**config.mk**
```make
export PLATFORM = sky130hd
export DESIGN_NAME = mem_access_unit
export DESIGN_NICKNAME = d
export VERILOG_FILES = /design/src/rtl/mem_access_unit.sv
export SDC_FILE = /design/constraint.sdc
export NUM_CORES = 1
export LEC_CHECK = 0
export CORE_MARGIN = 4
export CORE_UTILIZATION = 46
export CTS_CLUSTER_SIZE = 12
export DETAILED_ROUTE_END_ITERATION = 16
export PLACE_DENSITY = 0.87
export SLEW_MARGIN = 20
export SYNTH_ARGS = -nofsm -noshare
export SYNTH_HDL_FRONTEND = slang
export SYNTH_SLANG_ARGS = --single-unit
export TNS_END_PERCENT = 30
```
**constraint.sdc**
```tcl
create_clock -name clk -period 3 [get_ports clk]
set_input_delay 0.6 -clock clk [delete_from_list [all_inputs] [get_ports clk]]
set_output_delay 0.6 -clock clk [all_outputs]
set_load 0.03 [all_outputs]
```
**src/rtl/mem_access_unit.sv**
```systemverilog
// -----------------------------------------------------------------------------
// mem_access_unit
//   Load/store front-end between the execute stage and a word-only data SRAM.
//   Converts RV32I LB/LH/LW/LBU/LHU/SB/SH/SW requests into SRAM word accesses.
//   Loads are sign/zero-extended. Misaligned requests are rejected with a pulse.
//   Sub-word stores are done as read-modify-write. The upstream stage is
//   stalled while an access is in flight.
//
// Build option:
//   MAU_BYTE_WE_EN - adds sram_wmask[3:0]. Sub-word stores then finish in one
//                    cycle through the byte mask, and the RMW sequence is not
//                    used.
//
// Ports:
//   clk         rising-edge clock
//   rst         synchronous, active-low reset
//   req_valid   request present (accepted only when idle)
//   req_store   1 = store, 0 = load
//   req_funct3  RV32I funct3 (000 B, 001 H, 010 W, 100 BU, 101 HU; others = W)
//   req_addr    byte address
//   req_wdata   store data, LSB-aligned
//   req_rd      load destination register
//   stall       high while busy; upstream holds its request
//   sram_addr   SRAM word address
//   sram_din    SRAM write data
//   sram_web    SRAM write enable, active-low
//   sram_wmask  SRAM byte-write mask (MAU_BYTE_WE_EN builds only)
//   sram_dout   SRAM read data, valid one cycle after the address
//   ld_valid    one-cycle pulse: load result ready
//   ld_data     extended load result
//   ld_rd       destination register of the load
//   st_done     one-cycle pulse: store committed to SRAM
//   misalign    one-cycle pulse: request rejected as misaligned
// -----------------------------------------------------------------------------
module mem_access_unit #(
  parameter int ADDR_WIDTH = 5,
  parameter int DATA_WIDTH = 32  // only 32 is supported
) (
  input  logic                  clk,
  input  logic                  rst,
  input  logic                  req_valid,
  input  logic                  req_store,
  input  logic [2:0]            req_funct3,
  input  logic [31:0]           req_addr,
  input  logic [DATA_WIDTH-1:0] req_wdata,
  input  logic [4:0]            req_rd,
  output logic                  stall,
  output logic [ADDR_WIDTH-1:0] sram_addr,
  output logic [DATA_WIDTH-1:0] sram_din,
  output logic                  sram_web,
`ifdef MAU_BYTE_WE_EN
  output logic [3:0]            sram_wmask,
`endif
  input  logic [DATA_WIDTH-1:0] sram_dout,
  output logic                  ld_valid,
  output logic [DATA_WIDTH-1:0] ld_data,
  output logic [4:0]            ld_rd,
  output logic                  st_done,
  output logic                  misalign
);

  localparam logic [1:0] IDLE      = 2'd0;
  localparam logic [1:0] LOAD_WAIT = 2'd1;
  localparam logic [1:0] RMW_WAIT  = 2'd2;
  localparam logic [1:0] RMW_WRITE = 2'd3;

  // Lane extraction with sign (f3[2]=0) or zero (f3[2]=1) extension.
  // funct3[1:0]: 00 byte, 01 halfword, anything else is a full word.
  function automatic logic [DATA_WIDTH-1:0] extend_load(
    input logic [DATA_WIDTH-1:0] word,
    input logic [1:0]            off,
    input logic [2:0]            f3
  );
    logic [7:0]  b;
    logic [15:0] h;
    b = word[{off, 3'b000} +: 8];
    h = off[1] ? word[31:16] : word[15:0];
    case (f3[1:0])
      2'b00:   extend_load = f3[2] ? {24'd0, b} : {{24{b[7]}}, b};
      2'b01:   extend_load = f3[2] ? {16'd0, h} : {{16{h[15]}}, h};
      default: extend_load = word;
    endcase
  endfunction

  // Insert the new byte/halfword into the word read back from the SRAM.
  function automatic logic [DATA_WIDTH-1:0] merge_store(
    input logic [DATA_WIDTH-1:0] word,
    input logic [1:0]            off,
    input logic [2:0]            f3,
    input logic [DATA_WIDTH-1:0] wdata
  );
    merge_store = word;
    if (f3[1:0] == 2'b00) merge_store[{off, 3'b000} +: 8]    = wdata[7:0];
    else                  merge_store[{off[1], 4'b0000} +: 16] = wdata[15:0];
  endfunction

  // Registered state
  logic [1:0]            state_q, state_d;
  logic [ADDR_WIDTH-1:0] addr_q, addr_d;
  logic [1:0]            off_q, off_d;
  logic [2:0]            f3_q, f3_d;
  logic [4:0]            rd_q, rd_d;
  logic [DATA_WIDTH-1:0] wdata_q, wdata_d;
  logic [DATA_WIDTH-1:0] merged_q, merged_d;
  logic                  ld_valid_q, ld_valid_d;
  logic [DATA_WIDTH-1:0] ld_data_q, ld_data_d;
  logic [4:0]            ld_rd_q, ld_rd_d;
  logic                  st_done_q, st_done_d;
  logic                  misalign_q, misalign_d;

  // Request decode (only meaningful in IDLE)
  logic is_byte, is_half, is_word, is_mis, accept, go;

  assign is_byte = (req_funct3[1:0] == 2'b00);
  assign is_half = (req_funct3[1:0] == 2'b01);
  assign is_word = !is_byte && !is_half;
  assign is_mis  = (is_half && req_addr[0]) || (is_word && (req_addr[1:0] != 2'b00));
  assign accept  = req_valid && (state_q == IDLE);
  assign go      = accept && !is_mis;

  // Address bits above the SRAM size are deliberately dropped (wrap-around).
  logic unused_addr_bits;
  assign unused_addr_bits = ^req_addr[31:ADDR_WIDTH+2];

  // Next-state logic
  always_comb begin
    // NOTE: every variable gets a default here so no latch is inferred.
    state_d    = state_q;
    addr_d     = addr_q;
    off_d      = off_q;
    f3_d       = f3_q;
    rd_d       = rd_q;
    wdata_d    = wdata_q;
    merged_d   = merged_q;
    ld_valid_d = 1'b0;
    ld_data_d  = ld_data_q;
    ld_rd_d    = ld_rd_q;
    st_done_d  = 1'b0;
    misalign_d = 1'b0;

    case (state_q)
      IDLE: begin
        if (accept) begin
          addr_d  = req_addr[ADDR_WIDTH+1:2];
          off_d   = req_addr[1:0];
          f3_d    = req_funct3;
          rd_d    = req_rd;
          wdata_d = req_wdata;
          if (is_mis) begin
            misalign_d = 1'b1;
          end else if (!req_store) begin
            state_d = LOAD_WAIT;
`ifdef MAU_BYTE_WE_EN
          end else begin
            // Every store is written directly through the byte mask.
            st_done_d = 1'b1;
          end
`else
          end else if (is_word) begin
            st_done_d = 1'b1;
          end else begin
            state_d = RMW_WAIT;
          end
`endif
        end
      end
      LOAD_WAIT: begin
        ld_data_d  = extend_load(sram_dout, off_q, f3_q);
        ld_rd_d    = rd_q;
        ld_valid_d = 1'b1;
        state_d    = IDLE;
      end
      RMW_WAIT: begin
        merged_d = merge_store(sram_dout, off_q, f3_q, wdata_q);
        state_d  = RMW_WRITE;
      end
      RMW_WRITE: begin
        st_done_d = 1'b1;
        state_d   = IDLE;
      end
      default: state_d = IDLE;
    endcase
  end

  // SRAM-side outputs. Writes are suppressed while reset is asserted so an
  // in-flight RMW can never commit.
  always_comb begin
    sram_web = 1'b1;
    sram_din = req_wdata;
`ifdef MAU_BYTE_WE_EN
    sram_wmask = 4'b1111;
`endif
    if (rst) begin
      if (state_q == RMW_WRITE) begin
        sram_web = 1'b0;
        sram_din = merged_q;
      end else if (go && req_store) begin
`ifdef MAU_BYTE_WE_EN
        sram_web = 1'b0;
        if (is_byte) begin
          sram_din   = {4{req_wdata[7:0]}};
          sram_wmask = 4'b0001 << req_addr[1:0];
        end else if (is_half) begin
          sram_din   = {2{req_wdata[15:0]}};
          sram_wmask = 4'b0011 << req_addr[1:0];
        end
`else
        sram_web = !is_word;
`endif
      end
    end
  end

  assign sram_addr = (state_q == IDLE) ? req_addr[ADDR_WIDTH+1:2] : addr_q;
  assign stall     = (state_q != IDLE);
  assign ld_valid  = ld_valid_q;
  assign ld_data   = ld_data_q;
  assign ld_rd     = ld_rd_q;
  assign st_done   = st_done_q;
  assign misalign  = misalign_q;

  // NOTE: sequential state uses non-blocking assignments only.
  always_ff @(posedge clk) begin
    if (!rst) begin
      state_q    <= IDLE;
      ld_valid_q <= 1'b0;
      ld_data_q  <= '0;
      ld_rd_q    <= '0;
      st_done_q  <= 1'b0;
      misalign_q <= 1'b0;
    end else begin
      state_q    <= state_d;
      ld_valid_q <= ld_valid_d;
      ld_data_q  <= ld_data_d;
      ld_rd_q    <= ld_rd_d;
      st_done_q  <= st_done_d;
      misalign_q <= misalign_d;
    end
  end

  // NOTE: request latches are pure datapath, always written before use, so
  // they are left out of reset.
  always_ff @(posedge clk) begin
    addr_q   <= addr_d;
    off_q    <= off_d;
    f3_q     <= f3_d;
    rd_q     <= rd_d;
    wdata_q  <= wdata_d;
    merged_q <= merged_d;
  end

endmodule

```
# Word level (Yosys, flattened, before mapping)
# Cells that the tools add are included.
# op_classes
addsub	2
n_eq_ne	8
shifts	5
n_mux	25
reduce_logical	20
# ops
operator	count
two-way mux 32 bit	5
bitwise mux 32 bit	2
one-hot mux 32 bit (2 select lines)	1
variable shift 16 x 7 -> 32 bit, first input constant	1
variable shift 8 x 7 -> 32 bit, first input constant	1
indexed part select 16 x 7 -> 32 bit	1
indexed part select 32 x 6 -> 8 bit	1
indexed part select 8 x 7 -> 32 bit	1
two-way mux 16 bit	1
negator 5 -> 7 bit	2
two-way mux 1 bit	9
two-way mux 2 bit	4
equality test 2 x 1 -> 1 bit, second input constant	3
logical AND 1 bit	6
logical NOT 2 bit	3
one-hot mux 2 bit (3 select lines)	1
AND reduction 3 bit	2
two-way mux 5 bit	1
equality test 2 bit, second input constant	2
logical NOT 1 bit	4
!= test 2 bit, second input constant	2
nonzero test 2 bit	2
!= test 3 bit, second input constant	1
one-hot mux 1 bit (2 select lines)	1
other kinds (3)	3
# word_totals
register_bits	105
inputBits	108
elab_cells	72

# Logic depth before layout (Yosys ltp)
# Gate-level depths: netlist of the first run.
# logic_depth
ltp_word	11
ltp_mapped	9
ltp_nobuf	6

# Least setup slack after synthesis of the first run
# No wires, ideal clock.
# synth_path
path_type	register to output
startpoint	reg state_q[0]
endpoint	out sram_web
arrival_time_ns	2.216
t_required_ns	2.400
setup_slack_ns	0.184
stages_incl_launch_ff	7
path_cell_list	dfxtp_1 > inv_1 > ha_1 > buf_2 > and2_1 > nand2_1 > o41a_1
# synth_between
elab_chain_len	7
word_cells_on_any_way	8
cone_classes	eq/ne: 1; mux: 3; reduce/logical: 4
# synth_lines
element	line	text
start: declaration	98	logic [1:0] state_q, state_d;
start signal: assignment	232	state_q <= state_d;
logical NOT 2 bit	118	assign accept = req_valid && (state_q == IDLE);
logical AND 1 bit	118	
logical AND 1 bit	119	assign go = accept && !is_mis;
logical AND 1 bit	197	end else if (go && req_store) begin
two-way mux 1 bit	197	
two-way mux 1 bit *	194	if (state_q == RMW_WRITE) begin
two-way mux 1 bit *	193	if (rst) begin
end: declaration	50	output logic sram_web,
# Mark *: on every way between the ends. The rest lies on a longest branch, timed or not.

# Worst setup path after layout of the first run
# layout_path
startpoint	in rst
endpoint	out sram_din[17]
# layout_between
elab_chain_len	1
# layout_lines
element	line	text
start: declaration	40	input logic rst,
two-way mux 32 bit	193	
end: declaration	49	output logic [DATA_WIDTH-1:0] sram_din,
# Every way passes these cells.

==> results.py, run 1 <==
metrics = {
    "run_status": {
        "status": "complete, no violations",
    },
    "power": {
        "p_leak_nw": 2.69,
        "peakVddDrop_mv": 0.648,
        "switching_share_pct": 38.9,
        "p_per_area_mw_per_mm2": 815,
        "p_seq_share_pct": 37.9,
        "p_clk_share_pct": 18.9,
        "intPower_mw": 3.66,
        "power.switching_mw": 2.33,
        "comb_power_share_pct": 43.1,
    },
    "cells_and_area": {
        "area_delta_synth_final_pct": 37.4,
        "fin_area_sq_mm": 0.00735,
        "mostFrequentLayoutCell": "clkdlybuf4s50_1",
        "layout.cells.most_common_list": "146 x clkdlybuf4s50_1, 63 x edfxtp_1, 45 x a21oi_1",
        "n_fill_cell": 864,
        "layout-drive-gt1-share_pct": 17.5,
        "stdcell_count": 766,
        "num-nets-final": 736,
        "antenna_cells": 0,
    },
    "routing": {
        "drt_iter0_drc": 389,
        "ant_nets": 0,
        "drtPass1Iterations": 5,
        "vias": 4597,
        "viasPerCell": 6.00,
        "wl_per_cell_um": 20.7,
        "wl_um": 15800,
        "drc": 0,
    },
    "sta": {
        "finalSetupViolCount": 0,
        "slew_violations": 0,
        "fmax_mhz": 340,
        "rsz0062_at_grt": "false",
        "relSlewSlack_pct": 39.9,
        "period_minus_slack_ps": 2940,
        "period_share_pct": 98.1,
        "final-hold-violation-count": 0,
        "fin_hold_ws_ps": 500,
        "final.setup.tns_ps": 0,
        "skew_ps": 13.9,
        "worst_pin_slew_ps": 900,
        "worst_slack_ps": 56.2,
    },
    "place": {
        "place_worst_setup_slack_ps": 63.3,
        "dp_hpwl_um": 11700,
        "dp.cells": 750,
        "io_buffers": 161,
        "place_area_sq_mm": 0.00706,
        "routabilityCongestion": 0.893,
    },
    "critical_path": {
        "cp-start-kind": "input port",
        "cp_max_fo": 21,
        "worst_ep_required_time_ps": 2400,
        "crit_path_end_kind": "output pin",
        "crit_arrival_ps": 2340,
        "critPathMostFrequentCell": "clkdlybuf4s50_1",
        "crit_type": "input port to output pin",
        "slowest_delay_ps": 600,
        "crit_path_cell_trace": "clkdlybuf4s50_1, nand2_1, buf_12, mux2_2, clkdlybuf4s50_1",
        "cp_slowest_cell": "clkdlybuf4s50_1",
    },
    "floorplan": {
        "start_util_pct": 46.9,
        "die_x_um": 116,
        "io_pins": 187,
        "die_y_um": 116,
        "dieArea_sq_mm": 0.0134,
        "rows": 39,
        "coreArea_sq_mm": 0.0114,
    },
    "synthesis": {
        "netlist_area_sq_mm": 0.00535,
        "synth_top_area_cell": "edfxtp_1",
        "syn_nets": 584,
        "ys_seq_elements": 105,
        "synth_cell_types": 45,
        "synth.top_cells.by_area": "edfxtp_1 35%, dfxtp_1 16%, mux2_2 9.3%",
        "synth.top_cell.area_share_pct": 35.4,
        "postSynthAreaPerCell_sq_um": 11.5,
        "yosysWarnings": 0,
        "syn_inst": 466,
        "synth.yosys.seq_area_share_pct": 51.1,
    },
    "clock_tree": {
        "clockBufferDepth": 2,
        "ctsRootBufferMaster": "clkbuf_16",
        "postCtsSetupBuffers": 0,
        "cts_hold_buf": 0,
        "cts_sinks": 105,
        "cts_buffers": 9,
        "worstSkewPairLatency_ps": 350,
        "htree_levels": 3,
        "cts_tree": "done",
        "path_clk_slew_ps": 70,
        "cts_resized": 0,
    },
    "global_route": {
        "grt_max_degree": 57,
        "grt_usage_pct": 23.1,
        "grt_pass1_vias": 4593,
        "antenna_found_initial": 0,
        "gr-total-overflow": 0,
        "grt_pass1_wl_um": 24000,
    },
    "flow_run": {
        "drv_cap": 0,
    },
    "hold_path": {
        "hold_class": "flip-flop to flip-flop",
    },
}
==> routing by layer <==
metal / routed length, um / part of all wire [%] / up-vias / track usage, %
met5: 0 / 0 / - / 0
met4: 643 / 4.1 / 0 / 10.5
met3: 1550 / 9.8 / 48 / 5.90
met2: 7510 / 47 / 284 / 39.5
met1: 6110 / 39 / 2169 / 27.4
li1: - / - / 2096 / -
==> cells in the mapped netlist (all sizes together) <==
cell type,instances
a21oi,46
clkbuf,18
clkinv,1
o32ai,1
or3,7
dfxtp,42
and3,1
nand2b,1
o21a,1
a221oi,17
nand2,37
nor4,1
mux2i,30
or2,1
nor2,11
inv,12
nand3b,7
edfxtp,63
or3b,1
o221ai,1
buf,16
a211oi,19
a32oi,6
o211ai,7
a22o,16
ha,10
and2,2
o31ai,1
a31oi,6
o21ai,32
nor2b,4
o22ai,2
o41a,1
nor3,1
mux2,44
==> power groups by stage <==
| stage | logic (mW) | clock network (mW) | registers, mW |
|---|---|---|---|
| 2_1_floorplan | 1.33 | 0 | 2.56 |
| 3_3_place_gp | 2.50 | 0 | 2.28 |
| 3_5_place_dp | 2.57 | 0 | 2.30 |
| 4_1_cts | 2.58 | 1.15 | 2.27 |
| 5_1_grt | 2.76 | 1.22 | 2.31 |
| 6_report | 2.58 | 1.13 | 2.27 |
==> metrics by stage <==
stage | util [%] | power, mW
after global placement | 61.9 | 4.78
after floorplan | - | 3.89
after detailed placement | 61.9 | 4.86
after global routing | 64.4 | 6.29
final | 64.4 | 5.99
after CTS | 64.4 | 6.00
==> critical path, delay by kind of cell <==
family,cells,cell delay [ps]
buffers and inverters,3,1210
multiplexers,1,360
AND/OR/NAND/NOR,1,140
==> cell type report <==
cell class | instances | area (sq um) | area share, %
clock buffers | 9 | 225 | 3.06
clock inverters | 7 | 61.3 | 0.834
repair buffers | 175 | 1690 | 23.0
multi-input cells | 314 | 2410 | 32.8
flip-flops and latches | 105 | 2730 | 37.2
inverters | 13 | 48.8 | 0.664
well taps | 143 | 179 | 2.43
==> worst paths after layout <==
path,from,end,slack (ps),depth (start not counted)
hold reg to reg,rd_q[4],ld_rd[4],500,2
hold / removal,rd_q[4],ld_rd[4],500,2
setup reg to reg,off_q[0],merged_q[15],630,6
setup / recovery,rst,sram_din[17],60,5
==> registers in the layout, summed over array words and instances (netlist names) <==
name	count
ld_data	32
merged_q	32
wdata_q	16
addr_q	5
ld_rd	5
rd_q	5
f3_q	3
off_q	2
state_q	2
ld_valid	1
misalign	1
st_done	1
==> cells by family (layout without fill, tap and decap cells) <==
family                     after synthesis  in the layout  synth area share, %
adders and majority gates               10             10                 2.34
buffers and inverters                   47            204                 3.88
and+or+nand+nor                         74             74                 7.06
AOI/OAI and AO/OA                      156            156                 20.8
muxes                                   74             74                 14.9
DFF                                    105            105                 51.1
Power figures use the tool's default switching activity.
==> run 2: changes to the inputs <==
--- a/config.mk
+++ b/config.mk
@@ -7,3 +7,4 @@
 export LEC_CHECK = 0
-export CORE_MARGIN = 4
+export CAP_MARGIN = 25
+export CORE_MARGIN = 1.5
 export CORE_UTILIZATION = 46
==> constraint.sdc (replaced) <==
create_clock -name clk -period 3 [get_ports clk]
set_input_delay 0.75 -clock clk [delete_from_list [all_inputs] [get_ports clk]]
set_output_delay 0.75 -clock clk [all_outputs]
set_load 0.03 [all_outputs]
==> results.py, run 2 (synthesis gave the netlist of run 1 again) <==
metrics = {
    "critical_path": {
        "reg2reg_from": "off_q[0]",
        "worst_ep_required_time_ps": 2250,
        "crit_arrival_ps": 2240,
        "crit_path_end_kind": "output pin",
        "cp_max_fo": 25,
        "cp-start-kind": "input port",
        "crit_type": "input port to output pin",
        "r2r_end": "merged_q[10]",
        "rr_worst_depth": 6,
        "reg2reg_slack_ps": 670,
    },
    "clock_tree": {
        "postCtsSetupBuffers": 0,
        "cts_buffers": 9,
        "cts_sinks": 105,
        "cts_tree": "done",
        "clockBufferDepth": 2,
        "htree_levels": 3,
        "ctsRootBufferMaster": "clkbuf_16",
        "worstSkewPairLatency_ps": 350,
        "path_clk_slew_ps": 70,
    },
    "place": {
        "dp_hpwl_um": 11200,
        "io_buffers": 161,
        "routabilityCongestion": 0.909,
        "place_area_sq_mm": 0.00707,
        "dp.cells": 749,
    },
    "sta": {
        "finalSetupViolCount": 0,
        "worst_pin_slew_ps": 944,
        "fmax_mhz": 335,
        "skew_ps": 12.1,
        "slew_violations": 0,
        "period_minus_slack_ps": 2990,
        "relSlewSlack_pct": 37.1,
        "final-hold-violation-count": 0,
        "period_share_pct": 99.6,
        "rsz0062_at_grt": "true",
    },
    "power": {
        "peakVddDrop_mv": 0.554,
        "p_per_area_mw_per_mm2": 821,
        "p_total_mw": 5.96,
        "p_leak_nw": 2.69,
    },
    "floorplan": {
        "dieArea_sq_mm": 0.0123,
        "start_util_pct": 47.1,
        "coreArea_sq_mm": 0.0114,
        "io_pins": 187,
        "die_y_um": 111,
        "die_x_um": 111,
        "rows": 39,
    },
    "routing": {
        "drt_iter0_drc": 418,
        "ant_nets": 0,
        "viasPerCell": 5.94,
        "drc": 0,
        "vias": 4545,
        "wl_um": 15400,
        "drtPass1Iterations": 6,
        "wl_per_cell_um": 20.2,
    },
    "global_route": {
        "grt_usage_pct": 24.8,
        "grt_pass1_wl_um": 24300,
        "gr-total-overflow": 0,
        "grt_max_degree": 44,
        "grt_pass1_vias": 4569,
        "antenna_found_initial": 0,
    },
    "cells_and_area": {
        "antenna_cells": 0,
        "stdcell_count": 765,
        "mostFrequentLayoutCell": "clkdlybuf4s50_1",
        "layout-drive-gt1-share_pct": 20.1,
        "fin_area_sq_mm": 0.00725,
        "fin_util_pct": 63.8,
        "layout.cells.most_common_list": "128 x clkdlybuf4s50_1, 63 x edfxtp_1, 45 x a21oi_1",
        "area_delta_synth_final_pct": 35.6,
        "num-nets-final": 735,
    },
    "hold_path": {
        "hold_class": "flip-flop to flip-flop",
        "holdPathStages": 2,
        "min_from": "rd_q[3]",
        "hold_end": "ld_rd[3]",
    },
    "run_status": {
        "status": "complete, no violations",
    },
    "flow_run": {
        "drv_cap": 0,
    },
}
## run 2: cell types whose count changed in the layout (fill, tap and decap cells not counted), sizes merged
cell and delta:
clkinvlp -2, clkinv +1, clkdlybuf4s50 -18, clkdlybuf4s15 +2, clkbuf +22, buf -6
## run 2: timing repair
action | in CTS | in global routing
gates resized for setup | 30 | 41
hold buffers | 0 | 0
pin swaps | 0 | 0
endpoints found under the setup margin | 24 | 25
gates cloned | 0 | 0
hold endpoints to repair | 0 | 0
## run 2: final cells by class
cell class | instances | area [sq um]
multi-input combinational | 314 | 2410
sequential | 105 | 2730
inverter | 13 | 48.8
clock buffer | 10 | 229
clock inverter | 6 | 50.0
tap | 143 | 179
timing repair buffer | 174 | 1600
fill | 851 | 4120
## run 2: metrics by stage
stage          setup TNS (ps)  setup WS [ps]  hold WS, ps
4_1_cts                 -79.9          -79.9          502
3_3_place_gp            -4910           -236          464
6_report                    0           12.6          496
5_1_grt                  -310          -47.2          528
3_5_place_dp            -5310           -253          483
2_1_floorplan               0           14.6          457
## run 2: layer usage
metal,track usage (%),vias up,wire [um]
li1,-,2093,-
met1,31.1,2150,6090
met2,41.1,257,7450
met3,5.41,45,1300
met4,11.6,0,578
met5,0,-,0
## run 2: power breakdown
group | leakage (nW) | internal (mW) | switching [mW]
registers | 0.935 | 2.04 | 0.256
clock network | 0.138 | 0.577 | 0.544
logic | 1.62 | 1.01 | 1.53
## run 2: critical path: stages
cell,delay (ps)
clkdlybuf4s50_1,470
nand2_1,140
buf_12,180
buf_4,170
mux2_2,340
buf_4,170
## run 2: how the worst max path moves through the flow
stage / end / slack, ps / start / cells past startpoint
after detailed placement: sram_din[22] / -250 / rst / 5
after floorplan: sram_web / 10 / req_valid / 3
final: sram_din[1] / 10 / rst / 6
after CTS: sram_web / -80 / rst / 5
after global placement: sram_din[23] / -240 / rst / 5
after global routing: sram_din[1] / -50 / rst / 6
